<file path="config.mk">
export PLATFORM = sky130hd
export DESIGN_NAME = axis_packetizer
export DESIGN_NICKNAME = d
export VERILOG_FILES = /design/src/rtl/axis_pkt_pkg.sv /design/src/rtl/axis_out_reg.sv /design/src/rtl/axis_packetizer.sv
export SDC_FILE = /design/constraint.sdc
export NUM_CORES = 1
export LEC_CHECK = 0
export CORE_ASPECT_RATIO = 1.1
export CORE_MARGIN = 5
export CORE_UTILIZATION = 35
export DETAILED_ROUTE_END_ITERATION = 8
export GPL_TIMING_DRIVEN = 0
export PLACE_DENSITY = 0.7
export SLEW_MARGIN = 30
export SYNTH_ARGS = -nofsm -noshare
export SYNTH_HDL_FRONTEND = slang
export SYNTH_SLANG_ARGS = --single-unit
</file>
<file path="constraint.sdc">
create_clock -name axis_clk -period 6 [get_ports axis_clk]
set_input_delay 0.9 -clock axis_clk [delete_from_list [all_inputs] [get_ports axis_clk]]
set_output_delay 0.9 -clock axis_clk [all_outputs]
set_load 0.005 [all_outputs]
</file>
<file path="src/rtl/axis_pkt_pkg.sv">
// Shared types and header helpers for the AXI-Stream packetizer.
// Header layout: sync byte [31:24], sequence number [23:16], payload length [15:0].
package axis_pkt_pkg;

  typedef enum logic [1:0] {
    IDLE    = 2'd0,
    HEADER  = 2'd1,
    PAYLOAD = 2'd2
  } state_t;

  localparam logic [7:0] SYNC_BYTE_DEF = 8'hA5;

  localparam int HDR_SYNC_LSB = 24;
  localparam int HDR_SEQ_LSB  = 16;
  localparam int HDR_LEN_LSB  = 0;

  function automatic logic [31:0] build_hdr(input logic [7:0]  sync,
                                            input logic [7:0]  seq,
                                            input logic [15:0] len);
    logic [31:0] hdr;
    hdr = (32'(sync) << HDR_SYNC_LSB) |
          (32'(seq)  << HDR_SEQ_LSB)  |
          (32'(len)  << HDR_LEN_LSB);
    return hdr;
  endfunction

endpackage

</file>
<file path="src/rtl/axis_out_reg.sv">
// Single registered AXI-Stream output slot.
// Handshake: a beat transfers on a clock edge where m_axis_tvalid && m_axis_tready; tdata/tlast hold while stalled.
module axis_out_reg #(
  parameter int DATA_WIDTH = 32
) (
  input  logic                  clk,
  input  logic                  rst_n,
  input  logic                  load,
  input  logic [DATA_WIDTH-1:0] load_data,
  input  logic                  load_last,
  input  logic                  m_axis_tready,
  output logic                  m_axis_tvalid,
  output logic [DATA_WIDTH-1:0] m_axis_tdata,
  output logic                  m_axis_tlast,
  output logic                  slot_free
);

  assign slot_free = !m_axis_tvalid || m_axis_tready;

  always_ff @(posedge clk or negedge rst_n) begin
    if (!rst_n) begin
      m_axis_tvalid <= 1'b0;
      m_axis_tdata  <= '0;
      m_axis_tlast  <= 1'b0;
    end else if (load) begin
      m_axis_tvalid <= 1'b1;
      m_axis_tdata  <= load_data;
      m_axis_tlast  <= load_last;
    end else if (m_axis_tready) begin
      m_axis_tvalid <= 1'b0;
    end
  end

endmodule

</file>
<file path="src/rtl/axis_packetizer.sv">
// Cuts a 32-bit AXI-Stream into fixed-length packets with optional header word and tlast marking.
// Upstream words are only accepted in PAYLOAD, so each packet costs one idle bubble cycle.
module axis_packetizer
  import axis_pkt_pkg::*;
#(
  parameter int         DATA_WIDTH  = 32,
  parameter int         PKT_LEN_MAX = 256,
  parameter int         LEN_WIDTH   = $clog2(PKT_LEN_MAX + 1),
  parameter logic [7:0] SYNC_BYTE   = SYNC_BYTE_DEF
) (
  input  logic                  axis_clk,
  input  logic                  axis_rst_n,
  input  logic                  s_axis_tvalid,
  output logic                  s_axis_tready,
  input  logic [DATA_WIDTH-1:0] s_axis_tdata,
  output logic                  m_axis_tvalid,
  input  logic                  m_axis_tready,
  output logic [DATA_WIDTH-1:0] m_axis_tdata,
  output logic                  m_axis_tlast,
  input  logic                  cfg_enable,
  input  logic                  cfg_hdr_en,
  input  logic [LEN_WIDTH-1:0]  cfg_pkt_len,
  output logic                  busy,
  output logic [15:0]           pkt_count,
  output logic [1:0]            dbg_state
);

  state_t                state, state_nx;
  logic [LEN_WIDTH-1:0]  len_q;
  logic [LEN_WIDTH-1:0]  cnt;
  logic [7:0]            seq;
  logic                  slot_free;
  logic                  load;
  logic [DATA_WIDTH-1:0] load_data;
  logic                  load_last;
  logic                  in_hs;
  logic                  is_last;
  logic [LEN_WIDTH-1:0]  len_clamped;

  assign len_clamped = ((cfg_pkt_len == '0) || (cfg_pkt_len > LEN_WIDTH'(PKT_LEN_MAX)))
                       ? LEN_WIDTH'(1) : cfg_pkt_len;

  assign in_hs     = s_axis_tvalid && s_axis_tready;
  assign is_last   = (cnt == (len_q - LEN_WIDTH'(1)));
  assign busy      = (state != IDLE);
  assign dbg_state = state;

  always_comb begin
    state_nx      = state;
    load          = 1'b0;
    load_data     = '0;
    load_last     = 1'b0;
    s_axis_tready = 1'b0;
    case (state)
      IDLE: begin
        if (cfg_enable && s_axis_tvalid)
          state_nx = cfg_hdr_en ? HEADER : PAYLOAD;
      end
      HEADER: begin
        if (slot_free) begin
          load      = 1'b1;
          load_data = DATA_WIDTH'(build_hdr(SYNC_BYTE, seq, 16'(len_q)));
          state_nx  = PAYLOAD;
        end
      end
      PAYLOAD: begin
        s_axis_tready = slot_free;
        if (in_hs) begin
          load      = 1'b1;
          load_data = s_axis_tdata;
          load_last = is_last;
          if (is_last)
            state_nx = IDLE;
        end
      end
      default: state_nx = IDLE;
    endcase
  end

  always_ff @(posedge axis_clk or negedge axis_rst_n) begin
    if (!axis_rst_n) begin
      state     <= IDLE;
      len_q     <= LEN_WIDTH'(1);
      cnt       <= '0;
      seq       <= '0;
      pkt_count <= '0;
    end else begin
      state <= state_nx;
      // Config is captured only at packet start so mid-packet changes wait for the next one.
      if (state == IDLE && cfg_enable && s_axis_tvalid)
        len_q <= len_clamped;
      if (state == PAYLOAD && in_hs) begin
        if (is_last) begin
          cnt       <= '0;
          seq       <= seq + 8'd1;
          pkt_count <= pkt_count + 16'd1;
        end else begin
          cnt <= cnt + LEN_WIDTH'(1);
        end
      end
    end
  end

  axis_out_reg #(
    .DATA_WIDTH(DATA_WIDTH)
  ) u_out_reg (
    .clk          (axis_clk),
    .rst_n        (axis_rst_n),
    .load         (load),
    .load_data    (load_data),
    .load_last    (load_last),
    .m_axis_tready(m_axis_tready),
    .m_axis_tvalid(m_axis_tvalid),
    .m_axis_tdata (m_axis_tdata),
    .m_axis_tlast (m_axis_tlast),
    .slot_free    (slot_free)
  );

endmodule

</file>
# Word level (Yosys, flattened, before mapping)
# Index checks and enable logic that the tools add are counted.
# classes
n_addsub	4
order_cmp	1
eq_ne	7
n_mux	19
bitwise	1
reduce_logical	14
# op_table
op	n
$mux W32	2
$pmux W32 S2	1
$or A32 B9 Y32	1
$mux W9	2
$add A16 B1 Y16 const B	1
$mux W2	5
$add A9 B1 Y9 const B	1
$eq A9 B9 Y1	1
$gt A9 B9 Y1 const B	1
$logic_not A9 Y1	1
$sub A9 B1 Y9 const B	1
$add A8 B1 Y8 const B	1
$ne A2 B2 Y1 const B	4
$mux W1	7
$pmux W2 S3	1
$logic_and A1 B1 Y1	5
$reduce_and A4 Y1	1
$reduce_bool A2 Y1	2
$eq A2 B1 Y1 const B	1
$eq A2 B2 Y1 const B	1
$logic_not A2 Y1	1
$logic_or A1 B1 Y1	2
$pmux W1 S2	1
$reduce_and A2 Y1	1
$logic_not A1 Y1	1
# word_totals
ff_bits	78
inputBits	47
wordCells	54

# Longest topological paths before layout
# depth
ltp_word	7
mapped_depth	10
depth_no_buf	8

# Cells and area by module
# Synthesis repeated with hierarchy kept, for this count alone.
# hier_totals
cells_unflattened	397
hier_area_um2	4345.4
# by_module_without_submodules
module	instances	cells_each	area_each_um2
axis_packetizer	1	324	2930.3
axis_out_reg	1	73	1415.1

# Worst setup path before layout
# No wires, ideal clock.
# synth_path
path_type	input to register
from	in m_axis_tready
to	reg u_out_reg.m_axis_tdata[25]
setup_ns	0.066
t_arrival_ns	2.328
t_required_ns	5.934
path_slack_ns	3.606
cell_stages	7
path_buffers	3
path_cell_list	nand2b_1 > and3_1 > clkbuf_1 > o21ai_0 > clkbuf_1 > buf_2 > a22o_1
# synth_via
elab_chain_cells	5
elab_cells_between_ends	9
classes_between	mux (7); reduce/logical (2)
# synth_rtl
item	line_no	source
start: declaration	axis_packetizer.sv:17	input logic m_axis_tready,
$logic_or A1 B1 Y1 *	axis_out_reg.sv:18	assign slot_free = !m_axis_tvalid || m_axis_tready;
$mux W1	axis_packetizer.sv:54	case (state)
$logic_and A1 B1 Y1	axis_packetizer.sv:43	assign in_hs = s_axis_tvalid && s_axis_tready;
$mux W32 / $mux W1 (equally long branches)	axis_packetizer.sv:68	if (in_hs) begin
$pmux W32 S2 / $pmux W1 S2 (equally long branches)	axis_packetizer.sv:54	
end signal: assignment	axis_out_reg.sv:27	m_axis_tdata <= load_data;
end: declaration	axis_out_reg.sv:13	output logic [DATA_WIDTH-1:0] m_axis_tdata,
# Every way passes the cells marked *; elsewhere a longest branch is shown, timed or not.
# A chain may end at the register's enable or synchronous reset.

# Final worst setup path
# layout_path
from	in m_axis_tready
to	out s_axis_tready
# layout_via
elab_chain_cells	2
# layout_rtl
item	line_no	source
$logic_or A1 B1 Y1	axis_out_reg.sv:18	
$mux W1	axis_packetizer.sv:54	
end: declaration	axis_packetizer.sv:14	output logic s_axis_tready,
# No other way between the ends.

==> impl_metrics.env <==
export IMPL_skew_ps=5.20
export IMPL_synth_top_cells_by_area="dfrtp_1 48%, a22o_1 10%, xor2_1 5.1%"
export IMPL_cts_tree="built"
export IMPL_slew_headroom=0.661
export IMPL_root_buffer="clkbuf_16"
export IMPL_grt_overflow_total=0
export IMPL_htreeDepth=3
export IMPL_slowest_stage="clkdlybuf4s50_1"
export IMPL_clkTransAtPathRegs_ps=60
export IMPL_grt_pass1_wl_mm=17.2
export IMPL_finalCritPeriodShare=0.543
export IMPL_worst_path_most_repeated_cell="clkdlybuf4s50_1"
export IMPL_synth_warnings=0
export IMPL_crit_path_start_kind="input pin"
export IMPL_cp_data_required_time_ps=5100
export IMPL_clk_path_buf_depth=2
export IMPL_hold_path_class="input pin to asynchronous set/reset pin"
export IMPL_p_per_area_nw_per_um2=460
export IMPL_synth_distinct_cells=50
export IMPL_yosysTopAreaCell="dfrtp_1"
export IMPL_viasPerCell=5.15
export IMPL_critPathTopFamily="buffers and inverters"
export IMPL_drt_pass1_iter_count=4
export IMPL_fin_crit_ps=3260
export IMPL_wl_per_cell_um=16.3
export IMPL_cp_num_buf_inv=2
export IMPL_synth_edf_count=0
export IMPL_cts_setup_buffers=0
export IMPL_antenna_cells=0
export IMPL_die_area_um2=13600
export IMPL_outcome="finished, final reports clean"
export IMPL_drv_slew=0
export IMPL_ys_seq_area_frac=0.490
export IMPL_dp_cells=610
export IMPL_grtUsageTotal=0.155
export IMPL_finalWirelength_mm=10.2
export IMPL_crit_arrival_ps=2360
export IMPL_timing_worst_slew_pin_value_ps=509
export IMPL_rows=40
export IMPL_syn_area_per_cell_um2=11.0
export IMPL_drt_iter0_drc=209
export IMPL_die_x_um=112
export IMPL_route_detailed_drc=0
export IMPL_cts_sinks=78
export IMPL_ys_ff_latch=78
export IMPL_hpwl_mm=7.69
export IMPL_critPathKind="input pin to output port"
export IMPL_cts_resized=0
export IMPL_rsz0062_at_grt="no"
export IMPL_die_h_um=122
export IMPL_finalSetupTns_ps=0
export IMPL_max_freq_mhz=307
export IMPL_async_reset_ff_frac=1.00
export IMPL_postSynthCellCount=362
export IMPL_drv_cap=0
export IMPL_initial_utilization=0.360
export IMPL_io_pins=101
export IMPL_gp_congestion=0.849
export IMPL_grt_start_max_net_pins=48
export IMPL_finalSetupViolCount=0
export IMPL_syn_to_final_growth_pct=37.6
export IMPL_cts_hold_buf=0
export IMPL_crit_chain="clkdlybuf4s50_1, nand2b_1, and2_1, clkdlybuf4s50_1"
export IMPL_placeableCoreArea_um2=11100
export IMPL_yosys_most_used_dff="dfrtp_1"
export IMPL_synth_top_cell_area_share=0.484
export IMPL_vias=3221
export IMPL_max_vdd_ir_drop_mv=0.181
export IMPL_fin_util=0.496
export IMPL_drive_above_1_share=0.109
export IMPL_numCtsBuffers=9
export IMPL_antenna_found_initial=0
export IMPL_r2r_setup_slack_ps=3400
export IMPL_grt_pass1_vias=3365
export IMPL_final_nets=529
export IMPL_cpPeakStageDelay_ps=510
export IMPL_hold_viol=0
export IMPL_finalPower_w=0.00252
export IMPL_finalNonFillerCells=626
export IMPL_io_buffers=100
export IMPL_ant_nets=0
export IMPL_synthesis_nets=417
export IMPL_worstPathMaxFanout=7
export IMPL_worst_setup_path_end_kind="output port"
export IMPL_p_leak_nw=2.38
export IMPL_syn_area_um2=3980
export IMPL_worstSkewPairLatency_ps=340
[metrics by stage]
stage	setup WS, ps	hold WS, ps	cell area (um2)
2_1_floorplan	3610	442	3980
3_3_place_gp	1250	459	5170
3_5_place_dp	2600	463	5200
4_1_cts	2750	450	5480
5_1_grt	2660	466	5480
6_report	2740	444	5480
[path summary, 6_finish.rpt]
| check | endpoint | startpoint | depth (start not counted) |
|---|---|---|---|
| hold / removal | pkt_count[10] | axis_rst_n | 1 |
| setup reg to reg | seq[1] | len_q[0] | 8 |
| setup / recovery | s_axis_tready | m_axis_tready | 4 |
| hold reg to reg | pkt_count[15] | pkt_count[15] | 1 |
| max in group asynchronous | len_q[0] | axis_rst_n | 2 |
| min in group axis_clk | pkt_count[15] | pkt_count[15] | 1 |
[cell usage after synthesis, types with 3 or more instances]
library cell / instances
dfrtp_1: 77
a22o_1: 46
nand2_1: 28
xor2_1: 23
o21ai_0: 17
nor2_1: 14
clkbuf_1: 13
xnor2_1: 13
nand3_1: 12
nor3_1: 11
nand2b_1: 9
and3_1: 8
ha_1: 8
inv_1: 8
nand4_1: 7
nor4_2: 6
buf_2: 5
buf_6: 5
nor4_1: 5
and2_1: 4
mux2_2: 3
nor3_2: 3
o31ai_1: 3
[worst reg2reg max path, cell delays in order (launching register included)]
cell	delay [ps]
dfstp_2	590
inv_1	100
ha_1	290
xnor2_1	160
a21o_1	190
o21ai_2	130
nand4_2	180
nor3_4	440
mux2_2	390
[cells by family after synthesis]
family	share of synthesized area
compound gates	0.157
flops	0.490
mux	0.00848
xor+xnor	0.0832
buf+inv	0.0421
fa+ha+maj	0.0251
simple gates	0.193
[registers in the layout, summed over array words and instances, names as in the netlist]
signal                   flops
seq                          8
u_out_reg.m_axis_tdata      32
u_out_reg.m_axis_tlast       1
dbg_state                    2
len_q                        9
cnt                          9
pkt_count                   16
u_out_reg.m_axis_tvalid      1
[layout make-up]
cell class                 count  area [um2]
tap                          147         184
clock inverter                 5        42.5
inverter                       8        30.0
fill                         986        5580
timing repair buffer         101        1030
buffer                        24         138
clock buffer                  11         243
sequential                    78        1950
multi-input combinational    252        1860
[power by group]
part | switching (W) | internal [W] | leakage, nW | total (W)
Combinational | 0.000575 | 0.000595 | 1.22 | 0.00117
Clock | 0.000220 | 0.000296 | 0.137 | 0.000515
Sequential | 0.000143 | 0.000695 | 1.02 | 0.000838
[cells in the final DEF, fill, tap and decap left out, types with 3 or more instances in the layout]
cell type / n
a22o_1: 46
and2_1: 4
and3_1: 8
buf_2: 5
buf_6: 6
clkbuf_1: 14
clkbuf_16: 9
clkdlybuf4s50_1: 99
dfrtp_1: 77
ha_1: 8
inv_1: 8
mux2_2: 3
nand2_1: 28
nand2b_1: 9
nand3_1: 12
nand4_1: 7
nor2_1: 14
nor3_1: 11
nor3_2: 3
nor4_1: 5
nor4_2: 6
o21ai_0: 17
o31ai_1: 3
xnor2_1: 13
xor2_1: 23
[per-layer routing]
metal | global-route usage | wire [um] | vias up
li1 | - | - | 1546
met1 | 0.198 | 4460 | 1578
met2 | 0.256 | 5040 | 80
met3 | 0.0407 | 510 | 17
met4 | 0.0510 | 195 | 0
met5 | 0 | 0 | -
(Power assumes the default switching activity.)
